`config.mk`:
```
export PLATFORM = sky130hd
export DESIGN_NAME = templatized_alu_pipe
export DESIGN_NICKNAME = d
export VERILOG_FILES = /design/src/rtl/templatized_alu_pipe.sv
export SDC_FILE = /design/constraint.sdc
export NUM_CORES = 1
export LEC_CHECK = 0
export CORE_UTILIZATION = 55
export CTS_CLUSTER_DIAMETER = 120
export CTS_CLUSTER_SIZE = 10
export DETAILED_ROUTE_END_ITERATION = 10
export MAX_ROUTING_LAYER = met4
export PLACE_DENSITY = 0.82
export SLEW_MARGIN = 25
export SYNTH_ARGS = -nofsm -noshare
export SYNTH_HDL_FRONTEND = slang
export SYNTH_SLANG_ARGS = --single-unit
```
`constraint.sdc`:
```
create_clock -name clk -period 5 [get_ports clk]
set_input_delay 0.75 -clock clk [delete_from_list [all_inputs] [get_ports clk]]
set_output_delay 0.75 -clock clk [all_outputs]
set_load 0.05 [all_outputs]
```
`src/rtl/templatized_alu_pipe.sv`:
```
// templatized_alu_pipe: WIDTH-generic two-stage ALU with valid/ready handshake.
// S1 latches the operands and opcode; the result is computed combinationally
// from S1 and captured in S2, which drives the output port together with the
// {Z,N,C,V} status flags and the illegal-opcode error bit. A carry register
// links consecutive add-group ops so ADDC/SUBB can chain multi-word arithmetic.
// WIDTH must be a power of two and at least 4; SH_W is derived from it.
module templatized_alu_pipe #(
   parameter int WIDTH = 16,
   parameter int SH_W  = $clog2(WIDTH)
) (
   input  logic             clk,
   input  logic             rst_n,
   input  logic             in_valid,
   output logic             in_ready,
   input  logic [WIDTH-1:0] A,
   input  logic [WIDTH-1:0] B,
   input  logic [3:0]       op,
   output logic             out_valid,
   input  logic             out_ready,
   output logic [WIDTH-1:0] out,
   output logic [3:0]       flags,
   output logic             err
);

   // Opcode groups, selected by op[3:2]
   localparam logic [1:0] GRP_ADD   = 2'b00;
   localparam logic [1:0] GRP_BOOL  = 2'b01;
   localparam logic [1:0] GRP_SHIFT = 2'b10;

   // Sub-opcodes within the bool and shift groups, selected by op[1:0]
   localparam logic [1:0] BOOL_AND  = 2'b00;
   localparam logic [1:0] BOOL_OR   = 2'b01;
   localparam logic [1:0] BOOL_XOR  = 2'b10;
   localparam logic [1:0] SH_SLL    = 2'b00;
   localparam logic [1:0] SH_SRL    = 2'b01;
   localparam logic [1:0] SH_SRA    = 2'b10;

   // ------------------------------------------------------------------
   // Pipeline state
   // ------------------------------------------------------------------
   logic             s1_valid_q, s1_valid_d;
   logic [WIDTH-1:0] s1_a_q,     s1_a_d;
   logic [WIDTH-1:0] s1_b_q,     s1_b_d;
   logic [3:0]       s1_op_q,    s1_op_d;

   logic             s2_valid_q, s2_valid_d;
   logic [WIDTH-1:0] out_q,      out_d;
   logic [3:0]       flags_q,    flags_d;
   logic             err_q,      err_d;

   logic             carry_q,    carry_d;

   // ------------------------------------------------------------------
   // Handshake
   // ------------------------------------------------------------------
   logic s1_adv;
   logic accept;

   // S1 moves into S2 whenever S2 is empty or is being drained this cycle;
   // in_ready therefore depends combinationally on out_ready.
   assign s1_adv    = s1_valid_q & (~s2_valid_q | out_ready);
   assign in_ready  = ~s1_valid_q | s1_adv;
   assign accept    = in_valid & in_ready;
   assign out_valid = s2_valid_q;
   assign out       = out_q;
   assign flags     = flags_q;
   assign err       = err_q;

   // ------------------------------------------------------------------
   // Execute datapath (operates on S1 contents)
   // ------------------------------------------------------------------
   logic [1:0]         grp;
   logic [1:0]         sub_op;
   logic [SH_W-1:0]    sh_amt;
   logic               arith_cin;
   logic [WIDTH:0]     add_sum;
   logic [WIDTH:0]     sub_diff;
   logic [WIDTH:0]     sll_ext;
   logic [WIDTH:0]     srl_ext;
   logic [WIDTH:0]     sra_ext;
   logic [2*WIDTH-1:0] rol_ext;

   assign grp    = s1_op_q[3:2];
   assign sub_op = s1_op_q[1:0];
   assign sh_amt = s1_b_q[SH_W-1:0];

   // op[1] selects the carry-chaining variants (ADDC/SUBB); op[0] selects subtract.
   assign arith_cin = s1_op_q[1] & carry_q;

   // One extra bit on the arithmetic results captures carry-out / borrow.
   assign add_sum  = {1'b0, s1_a_q} + {1'b0, s1_b_q} + {{WIDTH{1'b0}}, arith_cin};
   assign sub_diff = {1'b0, s1_a_q} - {1'b0, s1_b_q} - {{WIDTH{1'b0}}, arith_cin};

   // Shifts are done one bit wider than the operand so that the last bit
   // shifted out lands in the extra bit; with s==0 that bit is a zero filler.
   assign sll_ext = {1'b0, s1_a_q} << sh_amt;
   assign srl_ext = {s1_a_q, 1'b0} >> sh_amt;
   assign sra_ext = $signed({s1_a_q, 1'b0}) >>> sh_amt;
   // Rotate: shift a doubled copy and keep the upper half.
   assign rol_ext = {s1_a_q, s1_a_q} << sh_amt;

   logic [WIDTH-1:0] ex_res;
   logic             ex_c;
   logic             ex_v;
   logic             ex_err;
   logic             ex_z;
   logic             ex_n;

   // Result and flag computation for the op held in S1
   always_comb begin
      ex_res = '0;
      ex_c   = 1'b0;
      ex_v   = 1'b0;
      ex_err = 1'b0;
      case (grp)
         GRP_ADD: begin
            if (!s1_op_q[0]) begin
               ex_res = add_sum[WIDTH-1:0];
               ex_c   = add_sum[WIDTH];
               ex_v   = (s1_a_q[WIDTH-1] == s1_b_q[WIDTH-1]) &&
                        (ex_res[WIDTH-1] != s1_a_q[WIDTH-1]);
            end else begin
               ex_res = sub_diff[WIDTH-1:0];
               ex_c   = sub_diff[WIDTH];
               ex_v   = (s1_a_q[WIDTH-1] != s1_b_q[WIDTH-1]) &&
                        (ex_res[WIDTH-1] != s1_a_q[WIDTH-1]);
            end
         end
         GRP_BOOL: begin
            case (sub_op)
               BOOL_AND: ex_res = s1_a_q & s1_b_q;
               BOOL_OR:  ex_res = s1_a_q | s1_b_q;
               BOOL_XOR: ex_res = s1_a_q ^ s1_b_q;
               default:  ex_res = ~s1_a_q;
            endcase
         end
         GRP_SHIFT: begin
            case (sub_op)
               SH_SLL: begin
                  ex_res = sll_ext[WIDTH-1:0];
                  ex_c   = sll_ext[WIDTH];
               end
               SH_SRL: begin
                  ex_res = srl_ext[WIDTH:1];
                  ex_c   = srl_ext[0];
               end
               SH_SRA: begin
                  ex_res = sra_ext[WIDTH:1];
                  ex_c   = sra_ext[0];
               end
               default: begin
                  ex_res = rol_ext[2*WIDTH-1:WIDTH];
                  ex_c   = (sh_amt != '0) & rol_ext[WIDTH];
               end
            endcase
         end
         default: begin
            ex_err = 1'b1;
         end
      endcase
      // An illegal op reports all-zero flags, so Z is suppressed for it.
      ex_z = ~ex_err & (ex_res == '0);
      ex_n = ex_res[WIDTH-1];
   end

   // ------------------------------------------------------------------
   // Next-state logic
   // ------------------------------------------------------------------

   // S1: load on acceptance, empty out once the op has moved on to S2
   always_comb begin
      s1_valid_d = s1_valid_q;
      s1_a_d     = s1_a_q;
      s1_b_d     = s1_b_q;
      s1_op_d    = s1_op_q;
      if (accept) begin
         s1_valid_d = 1'b1;
         s1_a_d     = A;
         s1_b_d     = B;
         s1_op_d    = op;
      end else if (s1_adv) begin
         s1_valid_d = 1'b0;
      end
   end

   // S2: capture the executed result; hold it while the consumer stalls
   always_comb begin
      s2_valid_d = s2_valid_q;
      out_d      = out_q;
      flags_d    = flags_q;
      err_d      = err_q;
      if (s1_adv) begin
         s2_valid_d = 1'b1;
         out_d      = ex_res;
         flags_d    = {ex_z, ex_n, ex_c, ex_v};
         err_d      = ex_err;
      end else if (out_ready) begin
         s2_valid_d = 1'b0;
      end
   end

   // Carry register: only add-group ops leaving S1 update it
   always_comb begin
      carry_d = carry_q;
      if (s1_adv && (grp == GRP_ADD)) begin
         carry_d = ex_c;
      end
   end

   // ------------------------------------------------------------------
   // Registers
   // ------------------------------------------------------------------

   // Stage 1 input register
   always_ff @(posedge clk or negedge rst_n) begin
      if (!rst_n) begin
         s1_valid_q <= 1'b0;
         s1_a_q     <= '0;
         s1_b_q     <= '0;
         s1_op_q    <= '0;
      end else begin
         s1_valid_q <= s1_valid_d;
         s1_a_q     <= s1_a_d;
         s1_b_q     <= s1_b_d;
         s1_op_q    <= s1_op_d;
      end
   end

   // Stage 2 result/flags register, drives the output port
   always_ff @(posedge clk or negedge rst_n) begin
      if (!rst_n) begin
         s2_valid_q <= 1'b0;
         out_q      <= '0;
         flags_q    <= '0;
         err_q      <= 1'b0;
      end else begin
         s2_valid_q <= s2_valid_d;
         out_q      <= out_d;
         flags_q    <= flags_d;
         err_q      <= err_d;
      end
   end

   // Carry chain register
   always_ff @(posedge clk or negedge rst_n) begin
      if (!rst_n) begin
         carry_q <= 1'b0;
      end else begin
         carry_q <= carry_d;
      end
   end

endmodule

```
==> flow_summary.yaml <==
layout:
  layout_common_cells: "nand2_1, inv_1, ha_1"
  drive_gt1_frac: 0.1671
  syn2layout_area_growth_pct: 12.32
  seq_area_um2: 1480
  fillCellCount: 1130
  multiInputGateArea_um2: 5418
  nets: 965
  design_area_um2: 8404
  antenna_cells: 0
  final_common_cell: "nand2_1"
  post-route-util: 0.6346
logic_synthesis:
  yosys.area.top_type_share: 0.1973
  synth_top_cell_by_area: "dfrtp_1"
  synth_cell_type_count: 71
  syn_area_um2: 7482
  yosysWarnings: 0
  avgSynthCellArea_um2: 9.004
  synth_edf_count: 0
  synthArstFlopShare: 1.000
  synth_ff_type: "dfrtp_1"
  seq_area_frac_synth: 0.1973
  postSynthRegisterBits: 59
  synth.area.top_cells: "dfrtp_1, mux4_2, ha_1"
  syn_inst: 831
  synth.net_count: 938
hold_path:
  hold_path.class: "reg -> reg"
  whs_path_depth: 2
global_routing:
  use_met1: 0.4853
  busiest_layer: "met2"
  met3_usage: 0.06371
  overflow: 0
  met2_usage: 0.5055
  grt_max_degree: 60
  first_global_vias: 6463
  antenna_found_initial: 0
  grt.total_usage: 0.3449
  grt_first_pass_wirelength_mm: 36.60
clocking:
  clock_sinks: 59
  cts_hold_buf: 0
  root_buffer: "clkbuf_16"
  clk_pin_slew_worst_paths_ps: 50
  insertion_delay_ps: 330
  clock_path_buffers: 2
  h-tree-depth: 3
  cts_tree: "done"
  cts_setup_buffers: 0
  cts_made_buffers: 9
  ctsResizeCount: 0
floorplanning:
  dieArea_um2: 14070
  rows: 42
  die_x_um: 118.6
  ios: 63
  core_um2: 13240
  start_util: 0.5650
  die_y_um: 118.6
route:
  wl_per_cell_um: 22.16
  drt_first_pass_iters: 5
  vias: 6976
  ant_nets: 0
  drc: 0
  finalWirelength_mm: 23.00
  first_iter_violations: 913
  drt-vias-per-instance: 6.721
pwr:
  ir_drop_v: 0.0003025
  p_leak_nw: 3.516
  total_power_mw: 3.720
  p_per_area_nw_per_um2: 442.6
setup_path:
  worstRegToRegCells: 14
  path_buf_inv: 2
  worstPathMaxFanout: 13
  slowest_stage: "dfrtp_1"
  timing.critical_path.arrival_ps: 4430
  critical-path-top-delay-family: "compound AO/OA/AOI/OAI gates"
  slowest_delay_ps: 640
  critPathKind: "reg -> reg"
  r2r_slack_ps: 810
  worstSetupEndpointType: "flop"
  startpoint_type: "flop"
  critical_path_depth: 14
  cp.required_ps: 5240
  path_cells: "nand2_1, inv_1, fa_1, inv_1, ha_1, o21ai_0, a2111oi_0, a311oi_1, o211ai_1, mux2i_1, a21oi_1, a2111oi_0, nand2_1, o31ai_2"
outcome:
  run_status: "completed"
sta:
  hold_ws_ps: 462.8
  hold_viol: 0
  period_needed_ps: 4192
  report.final.slew_viol_count: 0
  tns_ps: 0
  worst_pin_slew_ps: 1063
  finalSetupViolations: 0
  slew_headroom: 0.2728
  rsz0062_at_grt: "no"
  period_share: 0.8384
  clock.fmax_ghz: 0.2386
  clock-skew-final_ps: 9.727
place:
  place.port_buffers: 62
  place_area_um2: 8143
  gp_congestion: 1.040
  place_hpwl_mm: 16.69
job:
  drv_cap: 0
-- layout make-up --
class,count,area share
Clock buffer,12,0.02933
Clock inverter,3,0.001787
Tap cell,176,0.02620
Timing Repair Buffer,78,0.08754
Multi-Input combinational cell,633,0.6446
Sequential cell,59,0.1761
Inverter,77,0.03439
-- registers in the layout, indices dropped and copies added (netlist names) --
signal,flops
s1_valid_q,1
flags,4
err,1
carry_q,1
s1_a_q,16
out_valid,1
s1_op_q,4
s1_b_q,16
out,15
-- final timing paths --
path / from / to
min in group asynchronous: rst_n / out[9]
worst max-delay path: s1_op_q[1] / flags[3]
worst max register to register: s1_op_q[1] / flags[3]
worst min register to register: out[10] / out[10]
worst min-delay path: out[10] / out[10]
max in group asynchronous: rst_n / s1_b_q[2]
-- worst reg2reg max path, delay by kind of cell, from the launching register on --
| kind | cells | cell delay (ps) |
|---|---|---|
| AO/OA/AOI/OAI | 7 | 2180 |
| flip-flops | 1 | 640 |
| adder cells (fa/ha/maj) | 2 | 570 |
| AND/OR/NAND/NOR | 2 | 320 |
| multiplexers | 1 | 210 |
| buffers and inverters | 2 | 180 |
-- logic make-up (layout without fill, tap and decap cells) --
group	after synthesis	count (layout)	share of synthesized area
compound gates	201	201	0.1806
xor+xnor	27	27	0.03161
buf+inv	139	170	0.07860
simple gates	220	220	0.1395
mux	118	118	0.2564
flops	59	59	0.1973
fa+ha+maj	67	67	0.1161
-- routing by layer --
layer	vias up	wire, um
met5	-	0
met4	0	690
met3	44	2360
met2	446	10270
met1	3372	9682
li1	3114	-
-- through the flow --
stage,worst slack [ps],instances
finish,808.0,1038
global route,444.6,1038
CTS,888.1,1038
detailed placement,914.6,1023
global placement,1001,1023
floorplan,594.7,831
-- Yosys cell counts (8+ instances only) --
master / instances
a31oi_1: 9
nor3_1: 21
ha_1: 63
a221oi_1: 8
nand2b_1: 11
mux2_2: 49
xnor2_1: 18
nand3_1: 15
nor2_1: 43
mux2i_1: 15
dfrtp_1: 59
nand2_1: 86
a211oi_1: 13
xor2_1: 9
a21oi_1: 41
clkbuf_1: 35
mux4_2: 51
inv_1: 73
o21ai_0: 48
buf_2: 11
-- power by group --
part,total (mW),internal [mW],switching (mW)
clock network,0.548,0.343,0.205
logic,2.39,0.997,1.39
registers,0.782,0.587,0.196
total,3.72,1.93,1.79
No activity file was read; power rests on OpenSTA's default activity.
